==> src/rtl/serial_adder_pkg.sv <==
// Shared types and constants for the bit-serial adder.
// Optional subtract mode: SERIAL_ADDER_SUB_EN.
package serial_adder_pkg;

    localparam int DEF_WIDTH = 8;

    typedef enum logic {
        ST_IDLE = 1'b0,
        ST_RUN  = 1'b1
    } state_t;

    function automatic int cnt_w(input int w);
        return $clog2(w + 1);
    endfunction

endpackage

==> src/rtl/serial_adder_if.sv <==
// Request/result bundle between a requester and serial_adder.
// SUB exists only when SERIAL_ADDER_SUB_EN is defined.
interface serial_adder_if
    import serial_adder_pkg::*;
#(
    parameter int WIDTH = DEF_WIDTH
);

    logic             START;
    logic [WIDTH-1:0] A;
    logic [WIDTH-1:0] B;
`ifdef SERIAL_ADDER_SUB_EN
    logic             SUB;
`endif
    logic [WIDTH-1:0] SUM;
    logic             COUT;
    logic             BUSY;
    logic             DONE;

    modport master (
`ifdef SERIAL_ADDER_SUB_EN
        output SUB,
`endif
        output START, A, B,
        input  SUM, COUT, BUSY, DONE
    );

    modport slave (
`ifdef SERIAL_ADDER_SUB_EN
        input  SUB,
`endif
        input  START, A, B,
        output SUM, COUT, BUSY, DONE
    );

endinterface

==> src/rtl/serial_adder_full_adder_cell.sv <==
// One-bit full adder built from two half adders and an OR.
// Shared by every bit position of the serial datapath.
module full_adder_cell (
    input  logic a,
    input  logic b,
    input  logic cin,
    output logic s,
    output logic cout
);

    logic hs1;
    logic hc1;
    logic hc2;

    assign hs1  = a ^ b;
    assign hc1  = a & b;
    assign s    = hs1 ^ cin;
    assign hc2  = hs1 & cin;
    assign cout = hc1 | hc2;

endmodule

==> src/rtl/serial_adder.sv <==
// LSB-first bit-serial adder, one bit per clock, WIDTH-cycle latency.
// Define SERIAL_ADDER_SUB_EN to add the SUB (A - B) mode.
module serial_adder
    import serial_adder_pkg::*;
#(
    parameter int WIDTH = DEF_WIDTH
) (
    input  logic         CLOCK_50,
    input  logic         RESET_N,
    serial_adder_if.slave bus
);

    localparam int             CW   = cnt_w(WIDTH);
    localparam logic [CW-1:0]  LAST = CW'(WIDTH - 1);

    state_t           state;
    logic [CW-1:0]    cnt;
    logic [WIDTH-1:0] a_sh;
    logic [WIDTH-1:0] b_sh;
    logic [WIDTH-1:0] s_sh;
    logic             carry;
    logic [WIDTH-1:0] sum_q;
    logic             cout_q;
    logic             busy_q;
    logic             done_q;

    logic             b_bit;
    logic             s_bit;
    logic             c_bit;
    logic [WIDTH-1:0] s_next;

`ifdef SERIAL_ADDER_SUB_EN
    logic sub_q;
    assign b_bit = b_sh[0] ^ sub_q;
`else
    assign b_bit = b_sh[0];
`endif

    full_adder_cell u_fa (
        .a    (a_sh[0]),
        .b    (b_bit),
        .cin  (carry),
        .s    (s_bit),
        .cout (c_bit)
    );

    // New sum bit enters at the MSB; works for WIDTH=1 too.
    assign s_next = (s_sh >> 1) | (WIDTH'(s_bit) << (WIDTH - 1));

    always_ff @(posedge CLOCK_50 or negedge RESET_N) begin
        if (!RESET_N) begin
            state  <= ST_IDLE;
            cnt    <= '0;
            a_sh   <= '0;
            b_sh   <= '0;
            s_sh   <= '0;
            carry  <= 1'b0;
            sum_q  <= '0;
            cout_q <= 1'b0;
            busy_q <= 1'b0;
            done_q <= 1'b0;
`ifdef SERIAL_ADDER_SUB_EN
            sub_q  <= 1'b0;
`endif
        end else begin
            done_q <= 1'b0;
            unique case (1'b1)
                (state == ST_IDLE): begin
                    if (bus.START) begin
                        a_sh   <= bus.A;
                        b_sh   <= bus.B;
                        s_sh   <= '0;
                        cnt    <= '0;
`ifdef SERIAL_ADDER_SUB_EN
                        sub_q  <= bus.SUB;
                        carry  <= bus.SUB;
`else
                        carry  <= 1'b0;
`endif
                        busy_q <= 1'b1;
                        state  <= ST_RUN;
                    end
                end
                (state == ST_RUN): begin
                    s_sh  <= s_next;
                    a_sh  <= a_sh >> 1;
                    b_sh  <= b_sh >> 1;
                    carry <= c_bit;
                    cnt   <= cnt + 1'b1;
                    if (cnt == LAST) begin
                        sum_q  <= s_next;
                        cout_q <= c_bit;
                        done_q <= 1'b1;
                        busy_q <= 1'b0;
                        state  <= ST_IDLE;
                    end
                end
                default: state <= ST_IDLE;
            endcase
        end
    end

    assign bus.SUM  = sum_q;
    assign bus.COUT = cout_q;
    assign bus.BUSY = busy_q;
    assign bus.DONE = done_q;

endmodule

==> src/flat_wrapper.sv <==
// flat-port wrapper written by rule: the top's interface ports become plain ports
module serial_adder_flat import serial_adder_pkg::*;
#(
    parameter int WIDTH = DEF_WIDTH
)
  (CLOCK_50, RESET_N, bus_START, bus_A, bus_B, bus_SUM, bus_COUT, bus_BUSY, bus_DONE);
  serial_adder_if #(.WIDTH(WIDTH)) bus_i ();
  input  logic CLOCK_50;
  input  logic RESET_N;
  input wire logic [$bits(bus_i.START)-1:0] bus_START;
  input wire logic [$bits(bus_i.A)-1:0] bus_A;
  input wire logic [$bits(bus_i.B)-1:0] bus_B;
  output wire logic [$bits(bus_i.SUM)-1:0] bus_SUM;
  output wire logic [$bits(bus_i.COUT)-1:0] bus_COUT;
  output wire logic [$bits(bus_i.BUSY)-1:0] bus_BUSY;
  output wire logic [$bits(bus_i.DONE)-1:0] bus_DONE;
  assign bus_i.START = bus_START;
  assign bus_i.A = bus_A;
  assign bus_i.B = bus_B;
  assign bus_SUM = bus_i.SUM;
  assign bus_COUT = bus_i.COUT;
  assign bus_BUSY = bus_i.BUSY;
  assign bus_DONE = bus_i.DONE;
  serial_adder #(.WIDTH(WIDTH)) u_core (.CLOCK_50(CLOCK_50), .RESET_N(RESET_N), .bus(bus_i));
endmodule
==> config.mk <==
export PLATFORM = sky130hd
export DESIGN_NAME = serial_adder_flat
export DESIGN_NICKNAME = d
export VERILOG_FILES = /design/src/rtl/serial_adder_pkg.sv /design/src/rtl/serial_adder_if.sv /design/src/rtl/serial_adder_full_adder_cell.sv /design/src/rtl/serial_adder.sv /design/src/flat_wrapper.sv
export SDC_FILE = /design/constraint.sdc
export NUM_CORES = 1
export LEC_CHECK = 0
export CAP_MARGIN = 0
export CELL_PAD_IN_SITES_DETAIL_PLACEMENT = 0
export CELL_PAD_IN_SITES_GLOBAL_PLACEMENT = 1
export CORE_MARGIN = 2
export CORE_UTILIZATION = 44
export CTS_CLUSTER_DIAMETER = 40
export DETAILED_ROUTE_END_ITERATION = 7
export DONT_BUFFER_PORTS = 1
export PLACE_DENSITY = 0.69
export SYNTH_ARGS = -nofsm -noshare
export SYNTH_HDL_FRONTEND = slang
export SYNTH_SLANG_ARGS = --single-unit
==> constraint.sdc <==
create_clock -name CLOCK_50 -period 1.5 [get_ports CLOCK_50]
set_clock_uncertainty 0.2 [all_clocks]
set_input_delay 0 -clock CLOCK_50 [delete_from_list [all_inputs] [get_ports CLOCK_50]]
set_output_delay 0 -clock CLOCK_50 [all_outputs]
set_load 0.03 [all_outputs]
### Word-level counts from Yosys, hierarchy flattened

Index checks and enable logic that the tools add are counted.

| word-level totals | value |
|---|---|
| register bits after elaboration | 41 |
| bits of input ports | 19 |
| output and inout port bits | 11 |
| word-level logic and storage cells | 41 |

| operators by class | value |
|---|---|
| $add $sub $neg | 1 |
| equal/unequal tests | 3 |
| multiplexer cells | 18 |
| bitwise gates (word level) | 7 |
| reduce and logical (&&, ||, !) cells | 2 |

Operators with widths:

| cell | count |
|---|---|
| $pmux 8 s2 | 3 |
| $mux 8 | 3 |
| $or 7x8->8 | 1 |
| $pmux 4 s2 | 1 |
| $mux 1 | 7 |
| $pmux 1 s2 | 3 |
| $add 4x1->4 const B | 1 |
| $eq 4x3->1 const B | 1 |
| $mux 4 | 1 |
| $ne 2x2->1 const B | 2 |
| $reduce_and 2->1 | 2 |
| $and 1x1->1 | 2 |
| $xor 1x1->1 | 2 |
| $not 1->1 | 1 |
| $or 1x1->1 | 1 |

### Depth between registers and ports, before layout

| logic depth | value |
|---|---|
| word-level depth | 4 |
| depth in mapped cells | 5 |
| gate-level depth less buffers | 4 |

### Hierarchy

From an unflattened synthesis, not the netlist that was laid out.

| unflattened totals | value |
|---|---|
| cell total of the unflattened synthesis | 132 |
| area total of the unflattened synthesis | 1666.6 um^2 |

By module, submodules not included:

| module | times used | cells each | area each (um^2) | sequential area each (um^2) |
|---|---|---|---|---|
| serial_adder | 1 | 131 | 1646.6 | 1001.0 |
| full_adder_cell | 1 | 1 | 20.0 | 0.0 |

### Worst setup path before layout

Ideal clock, no wire load.

| timing | value |
|---|---|
| path type | reg2reg |
| start point | register u_core.cnt[0] |
| end point | register u_core.cout_q (netlist: u_core.bus.COUT) |
| library setup time | 0.125 ns |
| arrival | 1.137 ns |
| required time | 1.175 ns |
| slack | 0.038 ns |
| stages on the path, launching flop included | 4 |
| buffers on the path | 0 |
| period minus slack after synthesis | 1.462 ns |
| cell sequence | dfrtp_1 > ha_1 > nand4b_4 > mux2_2 |

| on the way | value |
|---|---|
| cells in the longest elaborated chain, start to end | 2 |

Ends and longest elaborated chain:

| what | line | source |
|---|---|---|
| start: declaration | serial_adder.sv:17 | `logic [CW-1:0] cnt;` |
| start signal: assignment | serial_adder.sv:89 | `cnt <= cnt + 1'b1;` |
| $eq 4x3->1 | serial_adder.sv:90 | `if (cnt == LAST) begin` |
| $reduce_and 2->1 (no line) | n/a |  |
| end signal: assignment | serial_adder.sv:92 | `cout_q <= c_bit;` |
| end: declaration | serial_adder.sv:23 | `logic cout_q;` |

Every way passes these cells.
A chain may end at the register's enable or synchronous reset.

### Worst setup path after layout

| timing | value |
|---|---|
| start point | register u_core.a_sh[0] |
| end point | register u_core.sum_q[7] (netlist: u_core.bus.SUM[7]) |

| on the way | value |
|---|---|
| cells in the longest elaborated chain, start to end | 3 |

Ends and longest elaborated chain:

| what | line | source |
|---|---|---|
| start: declaration | serial_adder.sv:18 | `logic [WIDTH-1:0] a_sh;` |
| start signal: assignment | serial_adder.sv:70 | `a_sh <= bus.A;` |
| start signal: assignment | serial_adder.sv:86 | `a_sh <= a_sh >> 1;` |
| $xor 1x1->1 | serial_adder_full_adder_cell.sv:15 | `assign hs1 = a ^ b;` |
| $xor 1x1->1 | serial_adder_full_adder_cell.sv:17 | `assign s = hs1 ^ cin;` |
| via u_core.s_bit | serial_adder.sv:28 | `logic s_bit;` |
| $or 7x8->8 | serial_adder.sv:48 | `assign s_next = (s_sh >> 1) \| (WIDTH'(s_bit) << (WIDTH - 1));` |
| end signal: assignment | serial_adder.sv:91 | `sum_q <= s_next;` |
| end: declaration | serial_adder.sv:22 | `logic [WIDTH-1:0] sum_q;` |

The timed path passes the listed nets, and every way through them passes these cells.

==> impl_metrics.toml <==
[critical_path]
crit_type = "reg2reg"
worst_r2r_path_depth = 2
r2r-end = "u_core.bus.SUM[7]"
slowest_stage = "fa_1"
crit_start = "u_core.a_sh[0]"
critPathMaxStageDelay_ns = 0.51
crit_chain = "fa_1, mux2_2"
startpoint_type = "register"
critPathRequiredTime_ns = 1.48
arrival_ns = 1.47
crit_fanout = 2
reg2reg_from = "u_core.a_sh[0]"
crit_end = "u_core.bus.SUM[7]"
reg2reg_slack_ns = 0.01
end_kind = "register"

[pwr]
clock_power_share_pct = 22.0
switchingPower_mw = 1.38
intPower_mw = 2.55
p_seq_share_pct = 49.9
peakVddDrop_mv = 0.841
power_frac_comb_pct = 28.1
leakage_nw = 0.995
p_sw_share_pct = 35.1
p_per_area_mw_per_mm2 = 1860

[hold_path]
hold_start = "bus_B[7]"
min_path_type = "in2reg"

[detailed_routing]
drt-initial-drc-count = 35
first_pass_iters = 4
drt_wl_total_um = 3120
viasPerCell = 5.22
routedWlPerCell_um = 14.3
ant_nets = 0
vias = 1144
drcViolationCount = 0

[sta]
period_minus_slack_ns = 1.49
fmax_mhz = 672
slew_headroom_pct = 78.2
fin_setup_tns_ns = 0
fin_hold_ws_ns = 0.210
tightest_slew_ns = 0.327
rsz0062_at_grt = "no"
finalHoldViolations = 0
fin_crit_sh_pct = 99.2
slew_viol_final = 0
setup_viol_count_final = 0

[finish]
syn_to_final_growth_pct = 23.9
nNetsFinal = 191
layout-drive-gt1-share_pct = 17.0
antenna_cells = 0

[yosys]
synth_edf_count = 0
netlist_area_mm2 = 0.00171
synth-async-reset-ratio_pct = 100
ys_top_cells_by_count = "dfrtp_1 (40), nand2_1 (22), o21ai_0 (22), mux2i_1 (16), mux2_2 (10)"
synth_most_common_cell = "dfrtp_1"
syn_inst = 144
synth_cell_types = 21
syn_nets = 165
avgSynthCellArea_um2 = 11.9
synth_top_area_share_pct = 58.7
synthTopCellsByArea = "dfrtp_1 (59%), mux2i_1 (9.4%), mux2_2 (6.6%)"
synth_ff_type = "dfrtp_1"
yosysWarnings = 0
ys_ff_latch = 40
synth_seq_area_share_pct = 58.7
synth_top_area_cell = "dfrtp_1"

[clock_tree]
worstSkewPairLatency_ns = 0.29
cts_buffer_depth = 2
cts_sinks = 40
cts_root_buf = "clkbuf_8"
clk_pin_slew_ns = 0.08
cts_tree = "yes"
cts_buffers = 5
h-tree-depth = 2

[global_routing]
antenna_found_initial = 0
gr-total-overflow = 0
grt_pass1_wl_um = 5430
grt_max_degree = 41
grt_usage_pct = 16.9
grt_pass1_vias = 1200

[place]
dp_hpwl_um = 1990
portBuffers = 0
gp_congestion = 0.753

[floorplanning]
boundaryPins = 30
dieArea_mm2 = 0.00439
fp.dieW_um = 66.3
num_rows = 22
start_util_pct = 46.3
die_h_um = 66.3
core_area_mm2 = 0.00369

[flow_run]
cap_viol_max_count = 0

[outcome]
status = "completed"
==> layer usage <==
layer / up-vias / track usage [%] / share of wire (%)
li1: 541 / - / -
met1: 573 / 18.4 / 43
met2: 24 / 29.0 / 50
met3: 6 / 6.13 / 5.8
met4: 0 / 7.65 / 1.9
met5: - / 0 / 0
==> cells by family after synthesis <==
| logic type | after synthesis | share of synthesized area [%] |
|---|---|---|
| muxes | 26 | 16.0 |
| and+or+nand+nor | 37 | 10.6 |
| xor gates and xnor gates | 2 | 1.03 |
| AOI/OAI and AO/OA | 27 | 8.72 |
| adders and majority gates | 2 | 1.91 |
| DFF | 40 | 58.7 |
| buffers and inverters | 10 | 3.08 |
==> cell usage in the layout, fill, tap and decap left out, drive strengths merged <==
cell type,instances
xnor2,1
nand3,1
a21oi,1
a22o,3
dlygate4sd3,19
clkinvlp,1
inv,1
ha,1
fa,1
clkbuf,5
mux2i,16
o21ai,22
nor2,5
nand2b,7
xor2,1
mux2,10
dfrtp,40
a21o,1
nand4b,1
nand2,22
buf,9
nor3b,1
clkinv,1
bufinv,1
==> stage by stage <==
step                      area, um^2  setup slack (ns)  instances  util (%)  total power, mW
after floorplan                 1710            0.0380        144         -             2.74
after global placement          1760            0.0373        189      47.8             2.95
after detailed placement        1760           0.00272        189      47.8             3.01
after CTS                       2110           0.00274        218      57.1             3.98
after global routing            2110           0.00175        219      57.3             4.23
final                           2110            0.0124        219      57.3             3.94
==> worst max-delay path: cells and delay by family, from the launching register on <==
family	cells	cell delay, ns
flip-flops	1	0.40
multiplexers	1	0.28
adder cells (fa/ha/maj)	1	0.51
==> worst min-delay path by stage <==
stage                        endpoint  depth (start not counted)  slack [ns]
floorplan              u_core.a_sh[0]                          0       -0.50
global placement    u_core.bus.SUM[1]                          0       -0.49
detailed placement  u_core.bus.SUM[1]                          0       -0.49
CTS                    u_core.a_sh[7]                          3        0.19
global route           u_core.b_sh[7]                          3        0.25
finish                 u_core.b_sh[7]                          3        0.21
==> state kept, by name, indices dropped and copies added (netlist names) <==
name / cells
u_core.bus.DONE: 1
u_core.bus.BUSY: 1
u_core.s_sh: 7
u_core.cnt: 4
u_core.carry: 1
u_core.bus.COUT: 1
u_core.state: 1
u_core.bus.SUM: 8
u_core.b_sh: 8
u_core.a_sh: 8
==> power groups by stage <==
stage,Combinational [mW],Clock [mW],Sequential (mW)
2_1_floorplan,0.821,0,1.92
3_3_place_gp,0.977,0,1.97
3_5_place_dp,1.02,0,1.99
4_1_cts,1.12,0.892,1.97
5_1_grt,1.26,0.945,2.03
6_report,1.11,0.867,1.96
==> cell type report <==
| type | count | area, um^2 |
|---|---|---|
| Fill cell | 333 | 1570 |
| Timing Repair Buffer | 28 | 283 |
| Tap cell | 48 | 60.1 |
| Inverter | 1 | 3.75 |
| Sequential cell | 40 | 1000 |
| Clock inverter | 3 | 42.5 |
| Multi-Input combinational cell | 94 | 656 |
| Clock buffer | 5 | 68.8 |
==> what timing repair did <==
item / in CTS / in global routing
buffers inserted: 0 / 1
setup endpoints to repair: 3 / 1
gates resized for setup: 1 / 0
endpoints found under the hold margin: 70 / 0
hold buffers: 21 / 0
(Power assumes the default switching activity.)
